### config.mk
export PLATFORM = sky130hd
export DESIGN_NAME = decode_queue_ctrl
export DESIGN_NICKNAME = d
export VERILOG_FILES = /design/src/rtl/decode_queue_ctrl_pkg.sv /design/src/rtl/decode_queue_ctrl_fifo.sv /design/src/rtl/decode_queue_ctrl.sv
export SDC_FILE = /design/constraint.sdc
export NUM_CORES = 1
export LEC_CHECK = 0
export CAP_MARGIN = 5
export CORE_MARGIN = 3
export CORE_UTILIZATION = 45
export DETAILED_ROUTE_END_ITERATION = 7
export PLACE_DENSITY_LB_ADDON = 0.3
export SYNTH_ARGS = -nofsm -noshare
export SYNTH_HDL_FRONTEND = slang
export SYNTH_SLANG_ARGS = --single-unit
### constraint.sdc
create_clock -name clk -period 5.6 [get_ports clk]
set_input_delay 1.12 -clock clk [delete_from_list [all_inputs] [get_ports clk]]
set_output_delay 1.12 -clock clk [all_outputs]
set_load 0.01 [all_outputs]
### src/rtl/decode_queue_ctrl_pkg.sv
// rtl/decode_queue_ctrl_pkg.sv - shared state and entry types for the decode queue
package decode_queue_ctrl_pkg;

  localparam int DQ_INSTR_WIDTH = 32;
  localparam int DQ_PC_WIDTH    = 64;

  typedef enum logic [1:0] {
    RUN   = 2'd0,
    DRAIN = 2'd1,
    HALT  = 2'd2,
    TRAP  = 2'd3
  } dq_state_t;

  typedef struct packed {
    logic [DQ_INSTR_WIDTH-1:0] instruction;
    logic [DQ_PC_WIDTH-1:0]    pc;
    logic                      branch_taken;
  } dq_entry_t;

endpackage

### src/rtl/decode_queue_ctrl_fifo.sv
// rtl/decode_queue_ctrl_fifo.sv - circular buffer of dq_entry_t with wrap-bit pointers
module decode_fifo
  import decode_queue_ctrl_pkg::*;
#(
  parameter int  DEPTH = 4,
  localparam int AW    = $clog2(DEPTH)
) (
  input  logic        clk,
  input  logic        reset,
  input  logic        clear,
  input  logic        push,
  input  logic        pop,
  input  dq_entry_t   wr_data,
  output dq_entry_t   rd_data,
  output logic        full,
  output logic        empty,
  output logic [AW:0] count
);

  localparam logic [AW:0] PTR_ONE = 1;

  logic [AW:0] wr_ptr_q, wr_ptr_d;
  logic [AW:0] rd_ptr_q, rd_ptr_d;
  dq_entry_t   mem_q [DEPTH];
  logic        do_push, do_pop;

  // Top bit is the wrap bit: equal indices mean empty or full depending on it.
  assign empty   = (wr_ptr_q == rd_ptr_q);
  assign full    = (wr_ptr_q[AW-1:0] == rd_ptr_q[AW-1:0]) && (wr_ptr_q[AW] != rd_ptr_q[AW]);
  assign count   = wr_ptr_q - rd_ptr_q;
  assign rd_data = mem_q[rd_ptr_q[AW-1:0]];
  assign do_push = push & ~full;
  assign do_pop  = pop & ~empty;

  always_comb begin
    wr_ptr_d = wr_ptr_q;
    rd_ptr_d = rd_ptr_q;
    if (clear) begin
      wr_ptr_d = '0;
      rd_ptr_d = '0;
    end else begin
      if (do_push) wr_ptr_d = wr_ptr_q + PTR_ONE;
      if (do_pop)  rd_ptr_d = rd_ptr_q + PTR_ONE;
    end
  end

  always_ff @(posedge clk or posedge reset) begin
    if (reset) begin
      wr_ptr_q <= '0;
      rd_ptr_q <= '0;
    end else begin
      wr_ptr_q <= wr_ptr_d;
      rd_ptr_q <= rd_ptr_d;
    end
  end

  always_ff @(posedge clk) begin
    if (do_push && !clear) mem_q[wr_ptr_q[AW-1:0]] <= wr_data;
  end

endmodule

### src/rtl/decode_queue_ctrl.sv
// rtl/decode_queue_ctrl.sv - instruction buffer and front-end sequencer ahead of the decoder
module decode_queue_ctrl
  import decode_queue_ctrl_pkg::*;
#(
  parameter int  DEPTH       = 4,
  parameter int  INSTR_WIDTH = 32,
  parameter int  PC_WIDTH    = 64,
  localparam int CW          = $clog2(DEPTH) + 1
) (
  input  logic                   clk,
  input  logic                   reset,
  input  logic                   fetch_valid,
  output logic                   fetch_ready,
  input  logic [INSTR_WIDTH-1:0] fetch_instruction,
  input  logic [PC_WIDTH-1:0]    fetch_pc,
  input  logic                   fetch_branch_taken,
  output logic [INSTR_WIDTH-1:0] dec_instruction,
  output logic                   dec_branch_taken,
  output logic [PC_WIDTH-1:0]    dec_pc,
  output logic                   dec_valid,
  input  logic                   dec_ready,
  input  logic                   ctrl_ecall,
  input  logic                   ctrl_unsupported,
  input  logic                   rob_empty,
  input  logic                   flush,
  output logic [CW-1:0]          count,
  output logic                   halted,
  output logic                   trap_unsupported,
  output logic [PC_WIDTH-1:0]    trap_pc
);

  dq_state_t           state_q, state_d;
  logic [PC_WIDTH-1:0] trap_pc_q, trap_pc_d;
  dq_entry_t           wr_entry, head;
  logic                full, empty, push, pop, clear, in_run;

  assign in_run      = (state_q == RUN);
  assign fetch_ready = ~full & in_run;
  assign dec_valid   = ~empty & in_run & ~ctrl_unsupported;
  // Flush discards any handshake made in the same cycle.
  assign push        = fetch_valid & fetch_ready & ~flush;
  assign pop         = dec_valid & dec_ready & ~flush;
  assign clear       = flush & (state_q != HALT);

  assign wr_entry.instruction  = fetch_instruction;
  assign wr_entry.pc           = fetch_pc;
  assign wr_entry.branch_taken = fetch_branch_taken;

  decode_fifo #(.DEPTH(DEPTH)) u_fifo (
    .clk     (clk),
    .reset   (reset),
    .clear   (clear),
    .push    (push),
    .pop     (pop),
    .wr_data (wr_entry),
    .rd_data (head),
    .full    (full),
    .empty   (empty),
    .count   (count)
  );

  assign dec_instruction  = empty ? '0 : head.instruction;
  assign dec_pc           = empty ? '0 : head.pc;
  assign dec_branch_taken = empty ? 1'b0 : head.branch_taken;

  assign halted           = (state_q == HALT);
  assign trap_unsupported = (state_q == TRAP);
  assign trap_pc          = trap_pc_q;

  always_comb begin
    state_d   = state_q;
    trap_pc_d = trap_pc_q;
    case (state_q)
      RUN: begin
        if (flush) begin
          state_d = RUN;
        end else if (!empty && ctrl_unsupported) begin
          state_d   = TRAP;
          trap_pc_d = dec_pc;
        end else if (ctrl_ecall && pop) begin
          state_d = DRAIN;
        end
      end
      DRAIN: begin
        if (flush)          state_d = RUN;
        else if (rob_empty) state_d = HALT;
      end
      TRAP:    if (flush) state_d = RUN;
      HALT:    state_d = HALT;
      default: state_d = RUN;
    endcase
  end

  always_ff @(posedge clk or posedge reset) begin
    if (reset) begin
      state_q   <= RUN;
      trap_pc_q <= '0;
    end else begin
      state_q   <= state_d;
      trap_pc_q <= trap_pc_d;
    end
  end

endmodule
==> run metrics, run 1 <==
outcome=finished, final reports clean; area grow syn2layout=26.8%; GR Util met3=3.89%; post_cts resized=0; Setup Buffers After CTS=0; Core ar.=0.0389 mm²; Routed Antenna Nets=0; total CTS buffers=47; RSZ-0062 raised after global routing=no; gr usage total=17.6%; CP cell instances=inv_1 -> ha_1 -> nand2_1 -> nor2_4 -> buf_4 -> and2b_1 -> clkdlybuf4s50_1; CP arrival=3.66 ns; Critical Path Stages=7; routability cong.=0.763; worst hold-check path type=reg2reg; Peak VDD IR=0.332 mV; setup TNS=0 ns; Hold Vio Cnt, Final=0; Clock Latency Late Sink=0.56 ns; clk_skew=0.0135 ns; CP Class=reg2out; Die ar.=0.0421 mm²; grt ovf=0; CTS sink count=460; Mapped Area=0.0179 mm²; layout cell share with drive strength beyond 1=21.9%; crit end category=output pin; Post-synth EDFFs=388; Worst Setup Start Kind=register; Worst Path Max Fanout=54; initial drt markers=533; DR vias/cell=5.16; count of cell types in the netlist=33; leading area contributor after synthesis=edfxtp_1; register area share after synthesis=75.3%; Die X-Extent=205 µm; max_slew headroom=43.5%; FILL cells=2,934; post-route clock period utilization=85.4%; yosys warns=0; CP required=4.48 ns; largest net degree at the start of global routing=101; ranking of synthesized cells by area=edfxtp_1 65%, mux4_2 12%, dfrtp_1 10%, mux2_4 5.0%, nor2b_1 3.3%; drt first pass iters=6; area of the multi-input gates=0.00417 mm²; Hold Path Depth=1; Slew Limit Fails=0; P_leak=7.72 nW; antenna violations before repair=2; number of global-route vias before repair=9,177; I/O Buffers=272; TritonCTS clock tree=built; # H-tree levels=2; DRT Wirelength=36.7 mm; Slowest cell on crit path=dfrtp_4; max_cap viols=0; WP buf/inv=3; Post-Syn Nets=929; Avg Inst Size Synth=21.9 µm²; Hold Buf Count CTS=0; fmax=0.209 GHz; clock root cell=clkbuf_16; Yosys top cell area share=65.2%; Cells after Synth=816; fin area=0.0227 mm²; Seq cells post-synth=460; initial core utilization=45.9%; Remaining DRCs=0; detailed placer's ending HPWL=22.6 mm; CP top delay family=buffers and inverters; Final Setup Violations=0; # rows=72; PD cells=519 mW/mm²; commonest cells after routing, fill and taps aside=388 x edfxtp_1, 272 x clkdlybuf4s50_1, 97 x mux4_2, 94 x nor2b_1, 70 x dfrtp_1; wire per inst=22.0 µm; FF/Latch Area=0.0135 mm²; Tmin final=4.78 ns; Worst Tran Pin Value=0.848 ns; Top Usage Layer GRT=met2; dpl cell area=0.0212 mm²; I/O pins=273; Final nets=1,225; DIE HEIGHT=205 µm; DR vias=8,608; Clock Tree Buf Depth=3; Clk pin slew, worst setup/hold paths=0.06 ns; ys async rst share=15.7%; Critical Path Max Stage Delay=0.98 ns; R2R depth=7; GR met1 Demand/Resource=24.0%; first-pass GRT wire length=55.7 mm; commonest non-fill, non-tap cell in the layout=edfxtp_1; ys flop type=edfxtp_1; grt met2 use=28.9%
==> per-stage QoR <==
stage	setup WS [ns]	utilization [%]	power (mW)	hold WS, ns	cells
5_1_grt	0.572	58.2	12.4	0.515	1667
3_3_place_gp	1.38	54.5	8.93	0.489	1581
4_1_cts	0.714	58.2	11.9	0.508	1667
2_1_floorplan	0.788	-	6.83	0.498	816
6_report	0.817	58.2	11.8	0.506	1668
3_5_place_dp	1.34	54.5	9.00	0.492	1581
==> worst reg2reg max path: stages, from the launching register on <==
cell,delay (ns)
dfrtp_4,0.98
inv_1,0.11
ha_1,0.30
nand2_1,0.25
o211ai_4,0.29
buf_4,0.54
buf_4,0.67
mux2_2,0.43
==> state kept, by name, indices dropped and copies added, names as in the netlist <==
| signal | cells |
|---|---|
| trap_pc | 64 |
| u_fifo.wr_ptr_q | 3 |
| state_q | 2 |
| u_fifo.rd_ptr_q | 3 |
| u_fifo.mem_q | 388 |
==> final timing paths <==
check	from	end	slack (ns)
min in group asynchronous	reset	trap_pc[42]	0.99
max in group asynchronous	reset	trap_pc[7]	3.59
worst min-delay path	trap_pc[34]	trap_pc[34]	0.51
worst min register to register	trap_pc[34]	trap_pc[34]	0.51
worst max register to register	u_fifo.rd_ptr_q[1]	trap_pc[21]	1.91
worst max-delay path	u_fifo.rd_ptr_q[1]	dec_pc[47]	0.82
==> per-layer routing <==
metal	up-vias	part of all wire (%)
met1	4454	42
li1	3860	-
met3	53	6.2
met4	4	1.8
met5	-	0.071
met2	237	50
==> report_power, final <==
part           internal, mW  leakage, nW  total, mW  switching [mW]
Sequential             4.26         4.38       4.48           0.218
Combinational          2.45         2.63       4.38            1.92
Clock                  1.67        0.709       2.90            1.23
Total                  8.39         7.72       11.8            3.37
==> cells in the mapped netlist (all sizes together) (6+ instances only) <==
| cell | n |
|---|---|
| o211ai | 6 |
| nor2b | 94 |
| mux4 | 97 |
| clkbuf | 20 |
| edfxtp | 388 |
| buf | 18 |
| ha | 7 |
| dfrtp | 72 |
| inv | 11 |
| mux2 | 64 |
==> cell families (layout without fill, tap and decap cells) <==
family	Yosys count	in the layout	synth area share, %
buf+inv	49	382	1.38
simple gates	111	111	3.89
compound gates	19	19	0.792
mux	166	166	17.8
flops	460	460	75.3
fa+ha+maj	8	8	0.603
other cells	0	1	0
xor+xnor	3	3	0.189
==> cell type report <==
class                           instances  area share, %
Timing Repair Buffer                  285           12.7
Sequential cell                       460           59.4
Clock inverter                         19          0.453
Multi-Input combinational cell        307           18.4
Clock buffer                           67           5.93
Antenna cell                            1         0.0110
Inverter                               11          0.199
Tap cell                              518           2.86
(Power assumes the default switching activity.)
==> run 2: changes to the inputs <==
==> constraint.sdc (replaced) <==
create_clock -name clk -period 5.6 [get_ports clk]
set_input_delay 1.68 -clock clk [delete_from_list [all_inputs] [get_ports clk]]
set_output_delay 1.68 -clock clk [all_outputs]
set_load 0.01 [all_outputs]
==> run metrics, run 2 (synthesis gave the netlist of run 1 again) <==
Clock Latency Late Sink=0.57 ns (about the same); Peak VDD IR=0.359 mV (+8.0%); FF/Latch Area=0.0135 mm² (unchanged); DR vias=8,700 (+1.1%); RSZ-0062 raised after global routing=no; Final WS setup=0.780 ns (-0.0379 ns); Reg2Reg Setup Slack=2.44 ns (+0.53 ns); CP Class=reg2out; detailed placer's ending HPWL=21.8 mm (-3.4%); post_cts resized=0 (unchanged); clock root cell=clkbuf_16; antenna violations before repair=2 (unchanged); DIE HEIGHT=205 µm (unchanged); commonest cells after routing, fill and taps aside=388 x edfxtp_1, 272 x clkdlybuf4s50_1, 97 x mux4_2, 94 x nor2b_1, 70 x dfrtp_1; GR met1 Demand/Resource=23.5% (-0.54 points); setup TNS=0 ns (unchanged); Top Usage Layer GRT=met2; total CTS buffers=48 (+2.1%); fin area=0.0229 mm² (+0.95%); initial core utilization=45.9% (unchanged); Hold Path Depth=1 (unchanged); TritonCTS clock tree=built; dpl cell area=0.0212 mm² (+0.22%); hold_sp=trap_pc[23]; final non-filler cell total=1,674 (+0.36%); Slew Limit Fails=0 (unchanged); # H-tree levels=2 (unchanged); # rows=72 (unchanged); drt first pass iters=6 (unchanged); first-pass GRT wire length=55.8 mm (+0.19%); Remaining DRCs=0 (unchanged); max_slew headroom=32.2% (-11 points); Final nets=1,229 (+0.33%); grt met2 use=29.1% (+0.18 points); Routed Antenna Nets=0 (unchanged); gr usage total=17.7% (+0.068 points); Pwr Total=12.2 mW (+3.4%); Core Util, Final=58.8% (+0.55 points); Final Setup Violations=0 (unchanged); initial drt markers=506 (-5.1%); max_cap viols=0 (unchanged); FILL cells=2,893 (-1.4%); R2R depth=6 (-1); outcome=finished, final reports clean; GR Util met3=4.14% (+0.25 points); routability cong.=0.711 (-6.8%); fmax=0.207 GHz (-0.79%); I/O pins=273 (unchanged); Core ar.=0.0389 mm² (unchanged); grt ovf=0 (unchanged); wire per inst=21.9 µm (-0.61%); WHS Endpoint=trap_pc[23]; layout cell share with drive strength beyond 1=22.3% (+0.32 points); I/O Buffers=272 (unchanged); CP arrival=3.14 ns (-0.52 ns); Die X-Extent=205 µm (unchanged); Die ar.=0.0421 mm² (unchanged); PD cells=532 mW/mm² (+2.4%); crit end category=output pin; Clk pin slew, worst setup/hold paths=0.06 ns (about the same); Clock Tree Buf Depth=3 (unchanged); largest net degree at the start of global routing=101 (unchanged); clk_skew=0.0222 ns (+0.00865 ns); number of global-route vias before repair=9,337 (+1.7%); commonest non-fill, non-tap cell in the layout=edfxtp_1; Tmin final=4.82 ns (+0.0379 ns); placed cell count=1,584 (+0.19%); worst hold-check path type=reg2reg; post-route clock period utilization=86.1% (+0.68 points); Worst Setup Start Kind=register; Worst Path Max Fanout=46 (-15%); Critical R2R Capture=trap_pc[34]; P_leak=7.82 nW (+1.4%); Hold Buf Count CTS=0 (unchanged); area of the multi-input gates=0.00417 mm² (unchanged); max reg flops=388 (unchanged); pre-CTS setup slack=0.845 ns (-0.490 ns); DRT Wirelength=36.6 mm (-0.25%); DR vias/cell=5.20 (+0.71%); WHS=0.506 ns (+0.0000100 ns); Critical R2R Launch=u_fifo.wr_ptr_q[0]; area grow syn2layout=28.0%; CTS sink count=460 (unchanged); Worst Tran Pin Value=1.01 ns (+0.165 ns); Hold Vio Cnt, Final=0 (unchanged); Setup Buffers After CTS=0 (unchanged); CP required=3.92 ns (-0.56 ns)
==> run 2: worst max path at each step <==
stage	from	to	slack [ns]
after global placement	ctrl_unsupported	dec_valid	0.84
after CTS	u_fifo.wr_ptr_q[0]	dec_pc[35]	0.73
after detailed placement	ctrl_unsupported	dec_valid	0.85
after global routing	u_fifo.wr_ptr_q[0]	dec_instruction[1]	0.57
final	u_fifo.wr_ptr_q[0]	dec_pc[47]	0.78
after floorplan	flush	u_fifo.mem_q[0][0]	0.51
==> run 2: where the power goes <==
group	switching, mW	total [mW]	internal [mW]
logic	1.97	4.45	2.48
registers	0.216	4.48	4.26
clock network	1.26	3.23	1.97
total	3.45	12.2	8.71
==> run 2: per-layer routing <==
layer	routed length [µm]	vias to the layer above
li1	-	3864
met1	15400	4538
met2	18100	238
met3	2220	56
met4	879	4
met5	28	-
==> run 2: worst max-delay path, cell delays in order, from the launching register on <==
cell,delay (ns)
dfrtp_1,0.42
inv_1,0.10
ha_1,0.30
nand2_1,0.28
nor2_4,0.22
buf_4,0.51
and2b_1,0.25
clkdlybuf4s50_1,0.47
==> run 2: final cells by class <==
type,instances,area share [%]
multi-input cells,307,18.2
clock buffers,64,5.74
diodes,1,0.0109
well taps,518,2.83
flip-flops and latches,460,58.9
inverters,11,0.197
clock inverters,25,1.32
repair buffers,288,12.8
